**src/rtl/snake_step_controller_pkg.sv**
```systemverilog
// Shared state encodings, widths and defaults for the snake step sequencer.
// Latency: n/a (declarations only).
// Backpressure: n/a.
package snake_step_controller_pkg;

  localparam int LIVES_WIDTH      = 3;
  localparam int SCORE_WIDTH      = 8;
  localparam int TICK_DIV_DEFAULT = 5000000;

  typedef enum logic [2:0] {
    ST_IDLE    = 3'd0,
    ST_WAIT    = 3'd1,
    ST_MOVE    = 3'd2,
    ST_CHECK   = 3'd3,
    ST_RESPAWN = 3'd4,
    ST_FREEZE  = 3'd5,
    ST_OVER    = 3'd6
  } state_t;

  localparam logic [SCORE_WIDTH-1:0] SCORE_MAX = '1;

  // Score increment that sticks at the top value instead of wrapping.
  function automatic logic [SCORE_WIDTH-1:0] score_sat_inc(input logic [SCORE_WIDTH-1:0] v);
    return (v == SCORE_MAX) ? v : v + SCORE_WIDTH'(1);
  endfunction

endpackage

```
**src/rtl/snake_step_controller_tick_divider.sv**
```systemverilog
// Movement tick divider: counts enabled clk cycles, strobes tick on the last one.
// Latency: tick is combinational from the count; it asserts on the TICK_DIV-th enabled cycle.
// Backpressure: none; en low simply holds the count, clear zeroes it.
module snake_step_controller_tick_divider
  import snake_step_controller_pkg::*;
#(
  parameter int TICK_DIV = TICK_DIV_DEFAULT
) (
  input  logic clk,
  input  logic reset,
  input  logic en,
  input  logic clear,
  output logic tick
);

  // TICK_DIV must be at least 2, so the width is always at least one bit.
  localparam int CW = $clog2(TICK_DIV);
  localparam logic [CW-1:0] LAST = CW'(TICK_DIV - 1);

  logic [CW-1:0] count;

  assign tick = en && (count == LAST);

  // Count enabled cycles, wrapping to zero on the tick; clear wins over counting.
  always_ff @(posedge clk or posedge reset) begin
    if (reset) begin
      count <= '0;
    end else if (clear) begin
      count <= '0;
    end else if (en) begin
      count <= tick ? '0 : count + CW'(1);
    end
  end

endmodule

```
**src/rtl/snake_step_controller.sv**
```systemverilog
// Game sequencer: tick -> move -> collision check -> wait/respawn/freeze/game-over.
// Latency: tick->move_en 1, move_en->check_req 1, check_valid->grow 1, collision->respawn 1.
// Backpressure: none; a check with no verdict is abandoned after CHECK_TIMEOUT cycles.
module snake_step_controller
  import snake_step_controller_pkg::*;
#(
  parameter int TICK_DIV      = TICK_DIV_DEFAULT,
  parameter int FREEZE_TICKS  = 3,
  parameter int INIT_LIVES    = 3,
  parameter int CHECK_TIMEOUT = 15
) (
  input  logic                   clk,
  input  logic                   reset,
  input  logic                   start,
  input  logic                   pause,
  input  logic                   check_valid,
  input  logic                   collision,
  input  logic                   ate_food,
  output logic                   move_en,
  output logic                   check_req,
  output logic                   respawn,
  output logic                   grow,
  output logic [LIVES_WIDTH-1:0] lives,
  output logic [SCORE_WIDTH-1:0] score,
  output logic                   game_over,
  output logic [2:0]             state_dbg
);

  // FREEZE_TICKS and CHECK_TIMEOUT are assumed to be at least 1.
  localparam int FW = (FREEZE_TICKS  > 1) ? $clog2(FREEZE_TICKS + 1)  : 1;
  localparam int TW = (CHECK_TIMEOUT > 1) ? $clog2(CHECK_TIMEOUT + 1) : 1;
  localparam logic [FW-1:0]          FREEZE_LAST  = FW'(FREEZE_TICKS - 1);
  localparam logic [TW-1:0]          TIMEOUT_LAST = TW'(CHECK_TIMEOUT - 1);
  localparam logic [LIVES_WIDTH-1:0] LIVES_INIT   = LIVES_WIDTH'(INIT_LIVES);

  state_t        state_q, state_d;
  logic          tick, tick_en, tick_clr;
  logic          start_game, last_life, freeze_last, timeout_hit;
  logic          move_d, check_req_d, grow_d, respawn_d;
  logic [FW-1:0] freeze_cnt;
  logic [TW-1:0] timeout_cnt;

  assign start_game  = start && (state_q == ST_IDLE || state_q == ST_OVER);
  assign last_life   = (lives <= LIVES_WIDTH'(1));
  assign freeze_last = (freeze_cnt == FREEZE_LAST);
  assign timeout_hit = (timeout_cnt == TIMEOUT_LAST);

  // The tick only advances while the snake is waiting to move or frozen, and not paused.
  assign tick_en  = !pause && (state_q == ST_WAIT || state_q == ST_FREEZE);
  assign tick_clr = start_game || (state_q == ST_RESPAWN);

  snake_step_controller_tick_divider #(
    .TICK_DIV (TICK_DIV)
  ) u_tick_divider (
    .clk   (clk),
    .reset (reset),
    .en    (tick_en),
    .clear (tick_clr),
    .tick  (tick)
  );

  // Next-state and next-cycle pulse decode; pulses are registered below so they
  // line up with the state they belong to (move_en in MOVE, check_req on CHECK entry,
  // respawn during RESPAWN, grow on the cycle after the verdict).
  always_comb begin
    state_d     = state_q;
    move_d      = 1'b0;
    check_req_d = 1'b0;
    grow_d      = 1'b0;
    respawn_d   = 1'b0;
    case (state_q)
      ST_IDLE: begin
        if (start) state_d = ST_WAIT;
      end
      ST_WAIT: begin
        if (tick) begin
          state_d = ST_MOVE;
          move_d  = 1'b1;
        end
      end
      ST_MOVE: begin
        state_d     = ST_CHECK;
        check_req_d = 1'b1;
      end
      ST_CHECK: begin
        if (check_valid) begin
          if (collision) begin
            // Collision beats food in the same verdict.
            state_d   = ST_RESPAWN;
            respawn_d = !last_life;
          end else begin
            state_d = ST_WAIT;
            grow_d  = ate_food;
          end
        end else if (timeout_hit) begin
          state_d = ST_WAIT;
        end
      end
      ST_RESPAWN: begin
        state_d = last_life ? ST_OVER : ST_FREEZE;
      end
      ST_FREEZE: begin
        if (tick && freeze_last) state_d = ST_WAIT;
      end
      ST_OVER: begin
        if (start) state_d = ST_WAIT;
      end
      default: begin
        state_d = ST_IDLE;
      end
    endcase
  end

  // State register and registered one-cycle pulses.
  always_ff @(posedge clk or posedge reset) begin
    if (reset) begin
      state_q   <= ST_IDLE;
      move_en   <= 1'b0;
      check_req <= 1'b0;
      grow      <= 1'b0;
      respawn   <= 1'b0;
    end else begin
      state_q   <= state_d;
      move_en   <= move_d;
      check_req <= check_req_d;
      grow      <= grow_d;
      respawn   <= respawn_d;
    end
  end

  // Lives and score: reload on a new game, lose a life on leaving RESPAWN, score on food.
  always_ff @(posedge clk or posedge reset) begin
    if (reset) begin
      lives <= LIVES_INIT;
      score <= '0;
    end else if (start_game) begin
      lives <= LIVES_INIT;
      score <= '0;
    end else if (state_q == ST_RESPAWN) begin
      if (lives != '0) lives <= lives - LIVES_WIDTH'(1);
    end else if (grow_d) begin
      score <= score_sat_inc(score);
    end
  end

  // Freeze counter: zeroed while respawning, counts tick wraps while frozen.
  always_ff @(posedge clk or posedge reset) begin
    if (reset) begin
      freeze_cnt <= '0;
    end else if (state_q == ST_RESPAWN) begin
      freeze_cnt <= '0;
    end else if (state_q == ST_FREEZE && tick) begin
      freeze_cnt <= freeze_cnt + FW'(1);
    end
  end

  // Check timeout: counts cycles spent in CHECK, zero on every entry.
  always_ff @(posedge clk or posedge reset) begin
    if (reset) begin
      timeout_cnt <= '0;
    end else if (state_q == ST_CHECK) begin
      timeout_cnt <= timeout_cnt + TW'(1);
    end else begin
      timeout_cnt <= '0;
    end
  end

  assign game_over = (state_q == ST_OVER);
  assign state_dbg = state_q;

endmodule

```
**config.mk**
```make
export PLATFORM = sky130hd
export DESIGN_NAME = snake_step_controller
export DESIGN_NICKNAME = d
export VERILOG_FILES = /design/src/rtl/snake_step_controller_pkg.sv /design/src/rtl/snake_step_controller_tick_divider.sv /design/src/rtl/snake_step_controller.sv
export SDC_FILE = /design/constraint.sdc
export NUM_CORES = 1
export LEC_CHECK = 0
export BUFFER_PORTS_ARGS = -buffer_cell sky130_fd_sc_hd__buf_2
export CAP_MARGIN = 40
export CORE_ASPECT_RATIO = 0.5
export CORE_MARGIN = 2
export CORE_UTILIZATION = 45
export DETAILED_ROUTE_END_ITERATION = 7
export GPL_TIMING_DRIVEN = 0
export PLACE_DENSITY = 0.75
export SYNTH_ARGS = -nofsm -noshare
export SYNTH_HDL_FRONTEND = slang
export SYNTH_HIERARCHICAL = 1
export SYNTH_SLANG_ARGS = --single-unit
```
**constraint.sdc**
```tcl
create_clock -name clk -period 6.5 [get_ports clk]
set_clock_uncertainty 0.15 [all_clocks]
set_input_delay 1.3 -clock clk [delete_from_list [all_inputs] [get_ports clk]]
set_output_delay 1.3 -clock clk [all_outputs]
set_load 0.01 [all_outputs]
```
==> results of run 1 <==
per-layer routing:
layer / vias up / track usage (%)
met2: 35 / 34.4
met5: - / 0
met4: 0 / 7.49
met1: 1088 / 25.0
li1: 1059 / -
met3: 7 / 3.78
through the flow:
stage / hold WS, ns / cell area [um^2] / setup slack, ns / cells
4_1_cts: 0.329 / 3170 / 3.58 / 391
2_1_floorplan: 0.296 / 2740 / 3.65 / 279
6_report: 0.324 / 3170 / 3.55 / 391
3_3_place_gp: 0.313 / 2960 / 3.31 / 381
5_1_grt: 0.367 / 3170 / 3.37 / 391
3_5_place_dp: 0.320 / 3000 / 3.27 / 383
power groups by stage:
stage	registers, mW	logic [mW]	clock network, mW
floorplan	0.331	0.0422	0
global placement	0.334	0.0509	0
detailed placement	0.335	0.0564	0
CTS	0.330	0.0568	0.298
global route	0.334	0.0635	0.309
finish	0.331	0.0565	0.292
how the worst min path moves through the flow:
stage                        from            end  slack [ns]  cells past startpoint
global route        freeze_cnt[0]  freeze_cnt[0]        0.37                      1
detailed placement  freeze_cnt[0]  freeze_cnt[0]        0.32                      1
finish              freeze_cnt[0]  freeze_cnt[0]        0.32                      1
floorplan           freeze_cnt[0]  freeze_cnt[0]        0.30                      1
CTS                 freeze_cnt[0]  freeze_cnt[0]        0.33                      1
global placement    freeze_cnt[0]  freeze_cnt[0]        0.31                      1
kinds of logic after synthesis:
group | count (synthesis) | share of synthesized area, %
and+or+nand+nor | 138 | 30.5
adders and majority gates | 9 | 4.02
AOI/OAI and AO/OA | 38 | 9.78
buffers and inverters | 22 | 4.52
DFF | 47 | 43.0
xor gates and xnor gates | 23 | 7.35
muxes | 2 | 0.777
registers in the layout (all words and copies together) (netlist names), 2 cells and up:
| register | cells |
|---|---|
| score | 8 |
| u_tick_divider/count | 23 |
| state_dbg | 3 |
| timeout_cnt | 4 |
| lives | 3 |
| freeze_cnt | 2 |
area by class of cell:
class                   instances  area share (%)
clock inverters                 2            1.18
repair buffers                 27            5.29
plain buffers                  10            2.49
inverters                      12            1.42
well taps                      77            3.04
multi-input cells             210            45.3
flip-flops and latches         47            37.2
clock buffers                   6            4.07
cells in the final DEF (no fill, tap or decap), drive strengths merged, types with 3 or more instances in the layout:
master,count
nor4,6
nand2,19
or4,3
nor3,6
o31ai,4
ha,8
and4,3
a21oi,12
and3,6
nand2b,7
clkbuf,8
inv,11
buf,35
o21ai,6
and2,5
xor2,18
xnor2,5
dfrtp,45
nand4,16
nor2,37
nand3,16
o211ai,4
==> qor.csv, run 1 <==
metric,value,unit
clock share of power,43.0,%
number of global-route vias before repair,2214,
number of antenna violations at the first check in global routing,0,
Via Count,2189,
Rel. slew slack,63.4,%
crit path kind,input pin to flip-flop,
Pleak,1.51,nW
First-pass DRT Iterations,4,
Worst Reg-to-Reg Cells,11,
DP HPWL,4.26,mm
max-capacitance violation count,0,
H-tree depth,2,
initial DRC count,122,
Pint,0.512,mW
GRT Util Overall,19.7,%
P&R area growth vs syn,15.7,%
Worst EP required,6.52,ns
final setup fails,0,
CP peak stage delay,0.33,ns
average routed wire per standard cell,15.2,um
fraction of layout cells with a size suffix above 1,22.0,%
RSZ-0062 raised after global routing,false,
WP depth,10,
CP endpoint,state_dbg[0],
clock root buffer,clkbuf_16,
CTS tree,yes,
synth unique cells,62,
Post-route DRC,0,
ys async rst share,100,%
flop2flop setup slack,3.81,ns
"Hold Vio Cnt, Final",0,
antenna fix cells,0,
Post-CTS Setup Bufs,0,
vias per cell,5.60,
reg2reg start,state_dbg[1],
leading area contributor after synthesis,dfrtp_1,
#FFs+latches synth,47,
crit path buf inv count,2,
net switching power,0.167,mW
Worst-Skew Late Latency,0.29,ns
Met2 Wirelength,3.01,mm
number of CTS-inserted buffers,5,
die height,59.2,um
Synth Flop Type,dfrtp_1,
Hold WC Path Type,flip-flop to flip-flop,
synth cell count leaders,"45 x dfrtp_1, 31 x nor2_1, 18 x nand2_1, 18 x xor2_1, 15 x nand4_1",
area of the multi-input gates,1440,um^2
Rows,20,
clk sink count,47,
P per Cell Area,214,nW/um^2
register area,1180,um^2
cell with the most instances after synthesis,dfrtp_1,
sw frac,24.6,%
slew of the pin with the lowest slew margin,0.548,ns
DR top layer,met4,
syn avg cell area,9.82,um^2
setup TNS,0,ns
Ports,26,
"delay-heaviest family, CP",simple AND/OR/NAND/NOR gates,
maximum vdd drop,0.000111,V
WL met1,2.69,mm
Synthesized Nets,294,
Synth area leaders,"dfrtp_1 41%, xor2_1 5.8%, nor2_1 4.2%, ha_1 3.7%, nand4_1 3.4%",
sequential power share,48.7,%
YS warnings,6,
Crit. End Element,flip-flop,
Detail Route met3 WL,165,um
detailed-route wire length,5.94,mm
Placer Congestion,0.890,
Chip Width,114,um
Total Power,0.679,mW
"Clk pin slew, worst setup/hold paths",0.06,ns
cts repair resizes,0,
Final Max Slew Viols,0,
first-pass GRT wire length,10.5,mm
die area,6760,um^2
period utilization,45.4,%
slowest CP cell,nor2_1,
Syn Inst Count,279,
number of routed nets with antenna violations,0,
"EDFF count, synth",0,
f_max,339,MHz
Worst EP arrival,2.97,ns
crit-path max FO,6,
Port Buffers,25,
largest net degree at the start of global routing,23,
logic gate share of total power,8.3,%
clk buf depth,2,
Final Util,53.0,%
Core Region,5980,um^2
crit path time final,2.95,ns
GRT Residual Overflow,0,
Filler Cell Count,509,
Yosys top cell area share,41.1,%
Worst setup SP type,input pin,
"Cell Area, Synth",2740,um^2
sequential share of the synthesized area,43.0,%
worst setup path startpoint,pause,
Nets,328,
outcome,"complete, no violations",
CTS Hold Buffers Added,0,
Initial Util,45.8,%
reg-to-reg endpoint,state_dbg[0],
Crit path top cell by count,nand2_1,
critical-path cell list,buf_2 -> nor2_1 -> nand2_1 -> nor3_2 -> nand3b_4 -> inv_1 -> nand2b_1 -> nand2_1 -> a21oi_1 -> a211o_1,
Note: power is estimated with default switching activity, not from simulation.
==> run 2, diff against run 1 <==
- PLACE_DENSITY: 0.75 -> 0.78
- clock period: 6.5 -> 2.6 ns (I/O delays scaled with it)
==> run 2 against run 1 <==
Power up 150%. Highest routed layer unchanged. Global-route usage down 0.73 points. Sequential power up 150%. Largest power group unchanged. Largest cell class unchanged.
==> qor.csv, run 2 (synthesis gave the netlist of run 1 again) <==
metric,value,unit,change
outcome,"complete, no violations",,unchanged
die height,59.2,um,unchanged
Worst setup SP type,flip-flop,,was input pin
crit path kind,flip-flop to flip-flop,,was input pin to flip-flop
Final Max Slew Viols,0,,unchanged
Post-route DRC,0,,unchanged
initial DRC count,143,,was 122
detailed-route wire length,5.83,mm,was 5.94 mm
average routed wire per standard cell,14.9,um,was 15.2 um
f_max,416,MHz,
slew of the pin with the lowest slew margin,0.502,ns,was 0.548 ns
Min Hold Slack,0.0816,ns,was 0.324 ns
CTS Hold Buffers Added,0,,unchanged
Worst EP arrival,2.42,ns,was 2.97 ns
vias per cell,5.53,,was 5.60
placed cell count,383,,unchanged
Regs by FF count,"u_tick_divider/count (23), score (8), timeout_cnt (4)",,unchanged
Crit. End Element,flip-flop,,unchanged
GRT Util Overall,19.0,%,was 19.7%
P per Cell Area,536,nW/um^2,was 214 nW/um^2
Worst-Skew Late Latency,0.29,ns,about the same
Via Count,2163,,was 2189
Worst EP required,2.62,ns,was 6.52 ns
most frequent cells in the layout,"45 x dfrtp_1, 30 x nor2_1, 28 x buf_2, 18 x nand2_1, 18 x xor2_1",,"was 45 x dfrtp_1, 31 x nor2_1, 28 x buf_2, 18 x nand2_1, 18 x xor2_1"
cts repair resizes,1,,was 0
clock root buffer,clkbuf_16,,unchanged
final setup fails,0,,unchanged
crit-path max FO,10,,was 6
Final Util,53.0,%,about the same
"commonest non-fill, non-tap cell in the layout",dfrtp_1,,unchanged
Pleak,1.51,nW,about the same
Ports,26,,unchanged
Layout Cells excl Fill,391,,unchanged
H-tree depth,2,,unchanged
clk sink count,47,,unchanged
max reg flops,23,,unchanged
maximum vdd drop,0.000257,V,was 0.000111 V
Post-CTS Setup Bufs,0,,unchanged
max-capacitance violation count,0,,unchanged
"Clk pin slew, worst setup/hold paths",0.07,ns,was 0.06 ns
P&R area growth vs syn,15.7,%,about the same
Core Region,5980,um^2,unchanged
Placer Congestion,0.963,,was 0.890
number of antenna violations at the first check in global routing,0,,unchanged
number of CTS-inserted buffers,5,,unchanged
Port Buffers,25,,unchanged
CTS tree,yes,,unchanged
Chip Width,114,um,unchanged
first-pass GRT wire length,10.1,mm,was 10.5 mm
RSZ-0062 raised after global routing,false,,unchanged
reg2reg start,state_dbg[1],,unchanged
Hold WC Path Type,input pin to async pin,,was flip-flop to flip-flop
GRT Residual Overflow,0,,unchanged
Nets,328,,unchanged
clk buf depth,2,,unchanged
"Hold Vio Cnt, Final",0,,unchanged
Rel. slew slack,66.3,%,was 63.4%
crit path time final,2.40,ns,
number of routed nets with antenna violations,0,,unchanged
largest net degree at the start of global routing,16,,was 23
fraction of layout cells with a size suffix above 1,23.2,%,was 22.0%
largest reg by FF count,u_tick_divider/count,,unchanged
Initial Util,45.8,%,unchanged
First-pass DRT Iterations,4,,unchanged
DP HPWL,4.20,mm,was 4.26 mm
worst setup path startpoint,state_dbg[1],,was pause
period utilization,92.4,%,
die area,6760,um^2,unchanged
Total Power,1.70,mW,was 0.679 mW
number of global-route vias before repair,2171,,was 2214
Rows,20,,unchanged
antenna fix cells,0,,unchanged
## run 2: metrics by stage
step | TNS [ns] | instance area [um^2] | setup WS, ns
global route | 0 | 3170 | 0.0342
CTS | 0 | 3160 | 0.0411
detailed placement | -0.00610 | 2990 | -0.00610
global placement | 0 | 2960 | 0.00541
floorplan | 0 | 2740 | 0.280
finish | 0 | 3170 | 0.199
## run 2: report_power, final
part | internal [mW] | total, mW | switching [mW]
registers | 0.768 | 0.827 | 0.0585
logic | 0.0556 | 0.139 | 0.0832
clock network | 0.454 | 0.732 | 0.278
total | 1.28 | 1.70 | 0.420
## run 2: critical path, cell delays in order (launching register included)
cell	delay (ns)
dfrtp_1	0.42
clkbuf_2	0.19
nand2b_1	0.22
nor2_4	0.16
nand2_1	0.12
nor3_2	0.19
nand3b_4	0.13
inv_2	0.11
nand2b_1	0.11
nand2_1	0.11
a21oi_1	0.08
a211o_1	0.28
## run 2: final timing paths
path | depth (start not counted) | slack, ns | end
setup / recovery | 11 | 0.20 | state_dbg[0]
hold / removal | 2 | 0.08 | score[2]
setup reg to reg | 11 | 0.20 | state_dbg[0]
hold reg to reg | 1 | 0.34 | freeze_cnt[0]
max in group asynchronous | 3 | 1.69 | lives[0]
min in group clk | 1 | 0.34 | freeze_cnt[0]
## run 2: area by class of cell
class,count,area [um^2]
fillers,514,2810
multi-input cells,210,1440
flip-flops and latches,47,1180
repair buffers,27,155
clock buffers,5,125
well taps,77,96.3
plain buffers,10,80.1
inverters,12,45.0
clock inverters,3,43.8
## run 2: metal layers
| layer | global-route usage (%) | share of wire (%) |
|---|---|---|
| met5 | 0 | 0 |
| met4 | 5.05 | 1.1 |
| met3 | 5.42 | 3.3 |
| met2 | 33.0 | 49 |
| met1 | 23.8 | 47 |
